$ cat src/rtl/nav_cmd_arbiter_if.sv
// Request/command bundle between the pulse sources, nav_cmd_arbiter and the menu/game consumer.
// cmd_valid/cmd_ready: a command transfers on any clk_100mhz edge where both are high; cmd_valid never depends on cmd_ready.
interface nav_cmd_arbiter_if;
  logic       btn_up_pulse;
  logic       btn_down_pulse;
  logic       btn_sel_pulse;
  logic       voice_hi_pulse;
  logic       voice_lo_pulse;
  logic       cmd_ready;
  logic       cmd_valid;
  logic [1:0] cmd_code;
  logic       cmd_src;
  logic [1:0] holdoff_active;
  logic [7:0] drop_count;

  modport master (
    output btn_up_pulse, btn_down_pulse, btn_sel_pulse, voice_hi_pulse, voice_lo_pulse, cmd_ready,
    input  cmd_valid, cmd_code, cmd_src, holdoff_active, drop_count
  );

  modport slave (
    input  btn_up_pulse, btn_down_pulse, btn_sel_pulse, voice_hi_pulse, voice_lo_pulse, cmd_ready,
    output cmd_valid, cmd_code, cmd_src, holdoff_active, drop_count
  );
endinterface

$ cat src/rtl/nav_cmd_arbiter.sv
// Merges button and voice navigation pulses into one ordered command FIFO with per-source holdoff.
// Define NAV_ARB_VOICE_EN to enable the VOICE requester; otherwise only buttons are arbitrated.
module nav_cmd_arbiter #(
  parameter int DEPTH          = 4,
  parameter int HOLDOFF_CYCLES = 10_000_000
) (
  input  logic              clk_100mhz,
  input  logic              reset,
  nav_cmd_arbiter_if.slave  bus
);
  localparam int AW = $clog2(DEPTH);
  localparam int CW = AW + 1;
  localparam int HW = (HOLDOFF_CYCLES < 1) ? 1 : $clog2(HOLDOFF_CYCLES + 1);
  localparam logic [HW-1:0] HOLD_LOAD = HW'(HOLDOFF_CYCLES);

  localparam logic [1:0] CODE_UP   = 2'b01;
  localparam logic [1:0] CODE_DOWN = 2'b10;
  localparam logic [1:0] CODE_SEL  = 2'b11;

  // FIFO entry layout: {code[1:0], src}
  logic [2:0]    r_mem [DEPTH];
  logic [AW-1:0] r_wr_ptr;
  logic [AW-1:0] r_rd_ptr;
  logic [CW-1:0] r_count;
  logic [7:0]    r_drop_count;
  logic          r_rr_last_tie;

  logic          w_empty;
  logic          w_full;
  logic          w_pop;
  logic          w_push_ok;
  logic          w_push;
  logic [2:0]    w_push_data;
  logic          w_grant_b;
  logic          w_grant_v;
  logic          w_tie;

  assign w_empty   = (r_count == '0);
  assign w_full    = (r_count == CW'(DEPTH));
  assign w_pop     = !w_empty && bus.cmd_ready;
  assign w_push_ok = !w_full || w_pop;

  // BTN requester
  logic          r_b_pend_vld;
  logic [1:0]    r_b_pend_code;
  logic [HW-1:0] r_b_hold;
  logic          w_b_any;
  logic          w_b_blocked;
  logic          w_b_conflict;
  logic          w_b_drop;
  logic          w_b_cap;
  logic [1:0]    w_b_code;

  assign w_b_any      = bus.btn_up_pulse | bus.btn_down_pulse | bus.btn_sel_pulse;
  assign w_b_blocked  = r_b_pend_vld || (r_b_hold != '0);
  assign w_b_conflict = bus.btn_up_pulse && bus.btn_down_pulse && !bus.btn_sel_pulse;
  assign w_b_drop     = w_b_any && (w_b_blocked || w_b_conflict);
  assign w_b_cap      = w_b_any && !w_b_blocked && !w_b_conflict;
  assign w_b_code     = bus.btn_sel_pulse ? CODE_SEL : (bus.btn_up_pulse ? CODE_UP : CODE_DOWN);

  always_ff @(posedge clk_100mhz) begin
    if (reset) begin
      r_b_pend_vld  <= 1'b0;
      r_b_pend_code <= 2'b00;
      r_b_hold      <= '0;
    end else begin
      if (w_grant_b) begin
        r_b_pend_vld <= 1'b0;
      end else if (w_b_cap) begin
        r_b_pend_vld  <= 1'b1;
        r_b_pend_code <= w_b_code;
      end
      if (w_grant_b)
        r_b_hold <= HOLD_LOAD;
      else if (r_b_hold != '0)
        r_b_hold <= r_b_hold - 1'b1;
    end
  end

  // VOICE requester
  logic       w_v_pend_vld;
  logic [1:0] w_v_pend_code;
  logic       w_v_hold_nz;
  logic       w_v_drop;
`ifdef NAV_ARB_VOICE_EN
  logic          r_v_pend_vld;
  logic [1:0]    r_v_pend_code;
  logic [HW-1:0] r_v_hold;
  logic          w_v_any;
  logic          w_v_blocked;
  logic          w_v_conflict;
  logic          w_v_cap;

  assign w_v_any      = bus.voice_hi_pulse | bus.voice_lo_pulse;
  assign w_v_blocked  = r_v_pend_vld || (r_v_hold != '0);
  assign w_v_conflict = bus.voice_hi_pulse && bus.voice_lo_pulse;
  assign w_v_drop     = w_v_any && (w_v_blocked || w_v_conflict);
  assign w_v_cap      = w_v_any && !w_v_blocked && !w_v_conflict;

  always_ff @(posedge clk_100mhz) begin
    if (reset) begin
      r_v_pend_vld  <= 1'b0;
      r_v_pend_code <= 2'b00;
      r_v_hold      <= '0;
    end else begin
      if (w_grant_v) begin
        r_v_pend_vld <= 1'b0;
      end else if (w_v_cap) begin
        r_v_pend_vld  <= 1'b1;
        r_v_pend_code <= bus.voice_hi_pulse ? CODE_UP : CODE_DOWN;
      end
      if (w_grant_v)
        r_v_hold <= HOLD_LOAD;
      else if (r_v_hold != '0)
        r_v_hold <= r_v_hold - 1'b1;
    end
  end

  assign w_v_pend_vld  = r_v_pend_vld;
  assign w_v_pend_code = r_v_pend_code;
  assign w_v_hold_nz   = (r_v_hold != '0);
`else
  logic w_unused_voice;
  assign w_unused_voice = bus.voice_hi_pulse | bus.voice_lo_pulse;
  assign w_v_pend_vld   = 1'b0;
  assign w_v_pend_code  = 2'b00;
  assign w_v_hold_nz    = 1'b0;
  assign w_v_drop       = 1'b0;
`endif

  // The round-robin pointer only moves on contention: a tie goes to the source that lost the last tie.
  always_comb begin
    w_grant_b = 1'b0;
    w_grant_v = 1'b0;
    if (w_push_ok) begin
      if (r_b_pend_vld && w_v_pend_vld) begin
        if (r_rr_last_tie) w_grant_b = 1'b1;
        else               w_grant_v = 1'b1;
      end else if (r_b_pend_vld) begin
        w_grant_b = 1'b1;
      end else if (w_v_pend_vld) begin
        w_grant_v = 1'b1;
      end
    end
  end

  assign w_tie       = r_b_pend_vld && w_v_pend_vld && w_push_ok;
  assign w_push      = w_grant_b || w_grant_v;
  assign w_push_data = w_grant_b ? {r_b_pend_code, 1'b0} : {w_v_pend_code, 1'b1};

  logic [8:0] w_drop_sum;
  assign w_drop_sum = {1'b0, r_drop_count} + {8'd0, w_b_drop} + {8'd0, w_v_drop};

  always_ff @(posedge clk_100mhz) begin
    if (reset) begin
      r_wr_ptr      <= '0;
      r_rd_ptr      <= '0;
      r_count       <= '0;
      r_drop_count  <= 8'd0;
      r_rr_last_tie <= 1'b1;
    end else begin
      if (w_push) r_wr_ptr <= r_wr_ptr + AW'(1);
      if (w_pop)  r_rd_ptr <= r_rd_ptr + AW'(1);
      case ({w_push, w_pop})
        2'b10:   r_count <= r_count + CW'(1);
        2'b01:   r_count <= r_count - CW'(1);
        default: r_count <= r_count;
      endcase
      r_drop_count <= w_drop_sum[8] ? 8'hFF : w_drop_sum[7:0];
      if (w_tie) r_rr_last_tie <= w_grant_v;
    end
  end

  always_ff @(posedge clk_100mhz) begin
    if (w_push) r_mem[r_wr_ptr] <= w_push_data;
  end

  assign bus.cmd_valid      = !w_empty;
  assign bus.cmd_code       = w_empty ? 2'b00 : r_mem[r_rd_ptr][2:1];
  assign bus.cmd_src        = w_empty ? 1'b0  : r_mem[r_rd_ptr][0];
  assign bus.holdoff_active = {w_v_hold_nz, (r_b_hold != '0)};
  assign bus.drop_count     = r_drop_count;
endmodule

$ cat src/flat_wrapper.sv
// flat-port wrapper written by rule: the top's interface ports become plain ports
module nav_cmd_arbiter_flat 
#(
  parameter int DEPTH          = 4,
  parameter int HOLDOFF_CYCLES = 10_000_000
)
  (clk_100mhz, reset, bus_btn_up_pulse, bus_btn_down_pulse, bus_btn_sel_pulse, bus_voice_hi_pulse, bus_voice_lo_pulse, bus_cmd_ready, bus_cmd_valid, bus_cmd_code, bus_cmd_src, bus_holdoff_active, bus_drop_count);
  nav_cmd_arbiter_if bus_i ();
  input  logic clk_100mhz;
  input  logic reset;
  input wire logic [$bits(bus_i.btn_up_pulse)-1:0] bus_btn_up_pulse;
  input wire logic [$bits(bus_i.btn_down_pulse)-1:0] bus_btn_down_pulse;
  input wire logic [$bits(bus_i.btn_sel_pulse)-1:0] bus_btn_sel_pulse;
  input wire logic [$bits(bus_i.voice_hi_pulse)-1:0] bus_voice_hi_pulse;
  input wire logic [$bits(bus_i.voice_lo_pulse)-1:0] bus_voice_lo_pulse;
  input wire logic [$bits(bus_i.cmd_ready)-1:0] bus_cmd_ready;
  output wire logic [$bits(bus_i.cmd_valid)-1:0] bus_cmd_valid;
  output wire logic [$bits(bus_i.cmd_code)-1:0] bus_cmd_code;
  output wire logic [$bits(bus_i.cmd_src)-1:0] bus_cmd_src;
  output wire logic [$bits(bus_i.holdoff_active)-1:0] bus_holdoff_active;
  output wire logic [$bits(bus_i.drop_count)-1:0] bus_drop_count;
  assign bus_i.btn_up_pulse = bus_btn_up_pulse;
  assign bus_i.btn_down_pulse = bus_btn_down_pulse;
  assign bus_i.btn_sel_pulse = bus_btn_sel_pulse;
  assign bus_i.voice_hi_pulse = bus_voice_hi_pulse;
  assign bus_i.voice_lo_pulse = bus_voice_lo_pulse;
  assign bus_i.cmd_ready = bus_cmd_ready;
  assign bus_cmd_valid = bus_i.cmd_valid;
  assign bus_cmd_code = bus_i.cmd_code;
  assign bus_cmd_src = bus_i.cmd_src;
  assign bus_holdoff_active = bus_i.holdoff_active;
  assign bus_drop_count = bus_i.drop_count;
  nav_cmd_arbiter #(.DEPTH(DEPTH), .HOLDOFF_CYCLES(HOLDOFF_CYCLES)) u_core (.clk_100mhz(clk_100mhz), .reset(reset), .bus(bus_i));
endmodule
$ cat config.mk
export PLATFORM = sky130hd
export DESIGN_NAME = nav_cmd_arbiter_flat
export DESIGN_NICKNAME = d
export VERILOG_FILES = /design/src/rtl/nav_cmd_arbiter_if.sv /design/src/rtl/nav_cmd_arbiter.sv /design/src/flat_wrapper.sv
export SDC_FILE = /design/constraint.sdc
export NUM_CORES = 1
export LEC_CHECK = 0
export CAP_MARGIN = 0
export CORE_MARGIN = 5
export CORE_UTILIZATION = 35
export CTS_CLUSTER_SIZE = 24
export DETAILED_ROUTE_END_ITERATION = 10
export PLACE_DENSITY = 0.58
export SLEW_MARGIN = 10
export SYNTH_ARGS = -nofsm -noshare
export SYNTH_HDL_FRONTEND = slang
export SYNTH_SLANG_ARGS = --single-unit
export TNS_END_PERCENT = 20
$ cat constraint.sdc
create_clock -name clk_100mhz -period 2.8 [get_ports clk_100mhz]
set_input_delay 0.42 -clock clk_100mhz [delete_from_list [all_inputs] [get_ports clk_100mhz]]
set_output_delay 0.42 -clock clk_100mhz [all_outputs]
set_load 0.05 [all_outputs]
# After elaboration in Yosys (flattened, before gate mapping)

Memory sizes are Yosys's and may differ from the RTL's. A register that Yosys moved wholly into a read port is not among the register bits.
Index checks and enable logic that the tools add are counted.
Widths: inputs -> output; s select.

Input bits: 8
Memories: 1
Word-level logic and storage cells: 56
Output and inout port bits: 14
Bits in writable memories: 12
Flip-flop bits (word level): 42

Memory list:

| memory       | words | bits a word | read ports | clocked after Yosys merged registers in | wr ports | RTL line              | source |
|---|---|---|---|---|---|---|---|
| u_core.r_mem | 4     | 3           | 1          | 1                                       | 1        | nav_cmd_arbiter.sv:21 | `logic [2:0] r_mem [DEPTH];` |

Add/subtract/negate cells: 6
Multiplexer cells: 15
Bitwise gates (word level): 3
Reduce and logical (&&, ||, !) cells: 20
Equal/unequal tests: 3

Operators by type and width:

| cell                  | number |
|---|---|
| $mux 24               | 2 |
| $reduce_bool 24->1    | 1 |
| $sub 24x1->24 const B | 1 |
| $mux 2                | 5 |
| $add 8x1->9           | 1 |
| $mux 8                | 1 |
| $logic_and 1x1->1     | 6 |
| $pmux 3 s2            | 1 |
| $logic_not 1->1       | 5 |
| $mux 1                | 5 |
| $add 2x1->2 const B   | 2 |
| $reduce_bool 2->1     | 2 |
| $add 3x1->3 const B   | 1 |
| $eq 3x3->1 const B    | 1 |
| $logic_not 3->1       | 1 |
| $logic_or 1x1->1      | 3 |
| $mux 3                | 1 |
| $sub 3x1->3 const B   | 1 |
| $eq 2x1->1 const B    | 1 |
| $eq 2x2->1 const B    | 1 |
| $or 1x1->1            | 2 |
| $reduce_and 2->1      | 1 |
| $reduce_or 2->1       | 1 |
| $not 1->1             | 1 |

# Logic depth before layout (Yosys ltp)

Word-level depth: 7
Depth in mapped cells: 15
Gate-level depth less buffers: 14

# Least setup slack after synthesis

No wires, ideal clock.

Path kind: register to register
From: register u_core.r_b_hold[15]
To: register u_core.r_drop_count[6] (netlist: u_core.bus.drop_count[6])
Cell stages (with the launch flop): 14
Period minus slack after synthesis: 3.080 ns
Path slack: -0.280 ns
Arrival time: 3.003 ns
Cell sequence: dfxtp_1 nor4_1 nand4_1 nor3_1 buf_2 inv_2 o31ai_1 o21ai_1 ha_1 ha_1 and3_1 and2_1 and4_1 nor3_1

Longest elaborated chain between the ends: 6

Ends and longest elaborated chain:

| element                         | RTL line               | source |
|---|---|---|
| from (decl)                     | nav_cmd_arbiter.sv:46  | `logic [HW-1:0] r_b_hold;` |
| from (signal assigned)          | nav_cmd_arbiter.sv:76  | `r_b_hold <= r_b_hold - 1'b1;` |
| $reduce_bool 24->1              | --                     |  |
| named net bus_holdoff_active[0] | flat_wrapper.sv:20     | `output wire logic [$bits(bus_i.holdoff_active)-1:0] bus_holdoff_active;` |
| $logic_or 1x1->1                | nav_cmd_arbiter.sv:55  | `assign w_b_blocked = r_b_pend_vld \|\| (r_b_hold != '0);` |
| $logic_or 1x1->1                | nav_cmd_arbiter.sv:57  | `assign w_b_drop = w_b_any && (w_b_blocked \|\| w_b_conflict);` |
| $logic_and 1x1->1               | nav_cmd_arbiter.sv:57  |  |
| $add 8x1->9                     | nav_cmd_arbiter.sv:152 | `assign w_drop_sum = {1'b0, r_drop_count} + {8'd0, w_b_drop} + {8'd0, w_v_drop};` |
| $mux 8                          | nav_cmd_arbiter.sv:169 | `r_drop_count <= w_drop_sum[8] ? 8'hFF : w_drop_sum[7:0];` |
| to (signal assigned)            | nav_cmd_arbiter.sv:169 |  |
| to (decl)                       | nav_cmd_arbiter.sv:25  | `logic [7:0] r_drop_count;` |

The timed path passes the listed nets, and every way through them passes these cells.
A chain may end at the register's enable or synchronous reset.

# Worst setup path in the final report

From: register u_core.r_b_hold[18]
To: register u_core.r_drop_count[0] (netlist: u_core.bus.drop_count[0])

Longest elaborated chain between the ends: 6

Ends and longest elaborated chain:

| element            | RTL line |
|---|---|
| $reduce_bool 24->1 | nav_cmd_arbiter.sv:55 |
| $logic_or 1x1->1   | nav_cmd_arbiter.sv:55 |
| $logic_or 1x1->1   | nav_cmd_arbiter.sv:57 |
| $logic_and 1x1->1  | nav_cmd_arbiter.sv:57 |
| $add 8x1->9        | nav_cmd_arbiter.sv:152 |
| $mux 8             | nav_cmd_arbiter.sv:169 |

No other way between the ends.

==> results_dict.tcl <==
set metrics [dict create \
    core-area_um2 7331 \
    r2r_cells 12 \
    vias_per_cell 5.083 \
    drtPass1Iterations 4 \
    yosysUniqueCellTypes 47 \
    reg2reg_from "u_core.r_b_hold[18]" \
    ios 22 \
    crit_end "u_core.bus.drop_count[0]" \
    required_ns 2.99 \
    nets 325 \
    vias 2074 \
    power_density_nw_per_um2 1244 \
    syn_area_per_cell_um2 9.624 \
    leakagePower_nw 1.178 \
    dieArea_um2 9431 \
    finClkSkew_ns 0.005394 \
    totalWireLength_um 5296 \
    worst_pin_slew_ns 0.6772 \
    hp-class "register to register" \
    fin_crit_ns 2.663 \
    regToRegSetupSlack_ns 0.14 \
    syn-instance-count 276 \
    nFillCells 731 \
    clkSinkCount 56 \
    cpMostUsedCell "nand4_1" \
    synth_ff_type "dfxtp_1" \
    path_max_fanout 6 \
    synth.top_cell.area_share_pct 33.16 \
    port_buffers 18 \
    antenna_found_initial 0 \
    gp_congestion 0.7811 \
    cpPeakStageDelay_ns 0.36 \
    fmax_mhz 375.5 \
    vdd_drop_max_mv 0.7376 \
    worstSetupPathType "register to register" \
    ys_ff_latch 56 \
    dieHeight_um 97.12 \
    grt_use_total_pct 11.58 \
    syn-num-nets 293 \
    cts_tree "done" \
    hpwl_um 3847 \
    grt_pass1_wl_um 9101 \
    yosysTopAreaCell "dfxtp_1" \
    grt_start_max_net_pins 24 \
    setup_ws_ns 0.1372 \
    post-place-ws_ns 0.006245 \
    clkLatencyLatePin_ns 0.30 \
    area_growth_pct 20.25 \
    cp-end-kind "register" \
    slew_headroom_pct 54.47 \
    drc 0 \
    cp_slowest_cell "dfxtp_1" \
    path_clk_slew_ns 0.09 \
    fin_crit_sh_pct 95.10 \
    final-max-slew-violation-count 0 \
    synth-edff-count 12 \
    grt_pass1_vias 2003 \
    instances_no_fill 408 \
    arrival_ns 2.85 \
    dieWidth_um 97.12 \
    synth_async_sr_flop_share_pct 0 \
    ff_latch_area_um2 1242 \
    clk_path_buf_depth 2 \
    wl_per_cell_um 12.98 \
    antenna_cells 0 \
    cts_buffers 5 \
    seq_area_frac_synth_pct 46.73 \
    ant_nets 0 \
    initialDrtViolationCount 114 \
    hold_viol 0 \
    overflow 0 \
    ys_top_cells_by_area "dfxtp_1, edfxtp_1, nor2_1, xor2_1, ha_1" \
    start_util_pct 36.23 \
    drive_gt1_share_pct 16.50 \
    place_inst 399 \
    r2r_end "u_core.bus.drop_count[0]" \
    crit_start "u_core.r_b_hold[18]" \
    htreeDepth 2 \
    setup_viol 0 \
    drv_cap 0 \
    ctsHoldBuffers 0 \
    ys_warn_count 0 \
    clock-root-buffer "clkbuf_8" \
    status "finished, final reports clean" \
    synthesis.area_um2 2656 \
    multi_input_area_um2 1386 \
    rows 31 \
    startpoint_type "register" \
    cp_cell_sequence "nor4_4 -> nand4_1 -> nor3_4 -> inv_4 -> o31ai_2 -> o21ai_1 -> ha_2 -> ha_1 -> and3_4 -> and2_4 -> nand4_1 -> a21oi_1" \
]
[registers in the layout, indices dropped and copies added (netlist names), named ones only]
signal / flops
u_core.r_count: 3
u_core.r_b_hold: 24
u_core.r_b_pend_code: 2
u_core.r_wr_ptr: 2
u_core.bus.drop_count: 8
u_core.r_mem: 12
u_core.r_b_pend_vld: 1
u_core.r_rd_ptr: 2
[metal layers]
| metal | share of wire (%) | track usage (%) | vias to the layer above | routed length, µm |
|---|---|---|---|---|
| li1 | - | - | 1066 | - |
| met1 | 49 | 15.01 | 983 | 2581 |
| met2 | 47 | 18.84 | 16 | 2497 |
| met3 | 2.4 | 2.656 | 9 | 129 |
| met4 | 1.6 | 4.212 | 0 | 87 |
| met5 | 0 | 0 | - | 0 |
[cell families (layout without fill, tap and decap cells)]
kind of cell	after synthesis	after routing	share of synthesized area (%)
AOI/OAI and AO/OA	55	55	12.91
xor gates and xnor gates	17	17	5.605
adders and majority gates	9	9	4.522
buffers and inverters	23	56	3.486
DFF	56	56	46.73
muxes	4	4	2.920
other	1	1	0.1412
and+or+nand+nor	111	111	23.69
[cell usage in the layout (no fill, tap or decap), types with 4 or more instances in the layout]
master           count
dfxtp_1             43
nor2_1              28
a21oi_1             19
buf_4               19
clkdlybuf4s50_1     17
xor2_1              12
edfxtp_1            12
inv_1               11
o31ai_1              9
o21ai_0              9
and3_1               8
nor3_1               7
nand4_1              7
or3_1                7
nand2_1              7
a31oi_1              7
ha_1                 7
nand3_1              6
or4_1                6
xnor2_1              5
clkbuf_8             5
and2_1               4
nor2b_1              4
[area by class of cell]
cell class / instances / area share, %
Multi-Input combinational cell: 197 / 43.40
Inverter: 12 / 1.488
Clock buffer: 7 / 2.389
Clock inverter: 1 / 0.1567
Tap cell: 99 / 3.878
Sequential cell: 56 / 38.90
Timing Repair Buffer: 36 / 9.792
[power by group]
part           internal (W)  switching [W]  total [W]
logic              0.000990        0.00127    0.00226
clock network      0.000176       0.000241   0.000418
registers           0.00106       0.000236    0.00129
total               0.00222        0.00175    0.00397
[what timing repair did]
action | 4_1_cts | 5_1_grt
gates cloned | 0 | 0
buffers inserted | 0 | 1
resized for setup | 3 | 8
pin swaps | 1 | 1
endpoints found under the hold margin | 0 | 0
endpoints found under the setup margin | 2 | 7
[how the worst min path moves through the flow]
stage / startpoint / endpoint / slack, ns / cells after the start
after floorplan: u_core.r_b_hold[21] / u_core.r_b_hold[21] / 0.47 / 2
after global placement: u_core.bus.drop_count[4] / u_core.bus.drop_count[4] / 0.48 / 1
after detailed placement: u_core.bus.drop_count[4] / u_core.bus.drop_count[4] / 0.48 / 1
after CTS: u_core.r_wr_ptr[1] / u_core.r_wr_ptr[1] / 0.51 / 2
after global routing: u_core.r_b_hold[7] / u_core.r_b_hold[7] / 0.55 / 2
final: u_core.r_wr_ptr[1] / u_core.r_wr_ptr[1] / 0.51 / 2
[stage by stage]
stage	TNS, ns	instance area [µm²]	hold WS, ns	total power, W	util (%)
after floorplan	0	2680	0.4650	0.002822	-
after global placement	0	3059	0.4766	0.003476	41.73
after detailed placement	0	3059	0.4840	0.003500	41.73
after CTS	0	3154	0.5142	0.003958	43.03
after global routing	-0.2293	3194	0.5497	0.004344	43.57
final	0	3194	0.5074	0.003972	43.57
[synthesized netlist by cell type, types with 3 or more instances]
library cell and n:
o21ai_0 9, dfxtp_1 44, a31oi_1 7, edfxtp_1 12
nand2_1 8, nor3_1 10, and2_1 5, nand3_1 6
o31ai_1 10, a211oi_1 3, or4_1 6, mux4_2 3
and3_1 9, or2_2 3, xor2_1 12, ha_1 8
or3_1 7, xnor2_1 5, nand4_1 7, inv_1 11
a21oi_1 19, nor2_1 29, nor2b_1 5, clkbuf_1 8
[critical path, delay by kind of cell (launching register included)]
kind                     cells  cell delay (ns)
AO/OA/AOI/OAI                3             0.41
adder cells (fa/ha/maj)      2             0.40
flip-flops                   1             0.36
buffers and inverters        1             0.08
AND/OR/NAND/NOR              6             1.30
(Power assumes the default switching activity.)
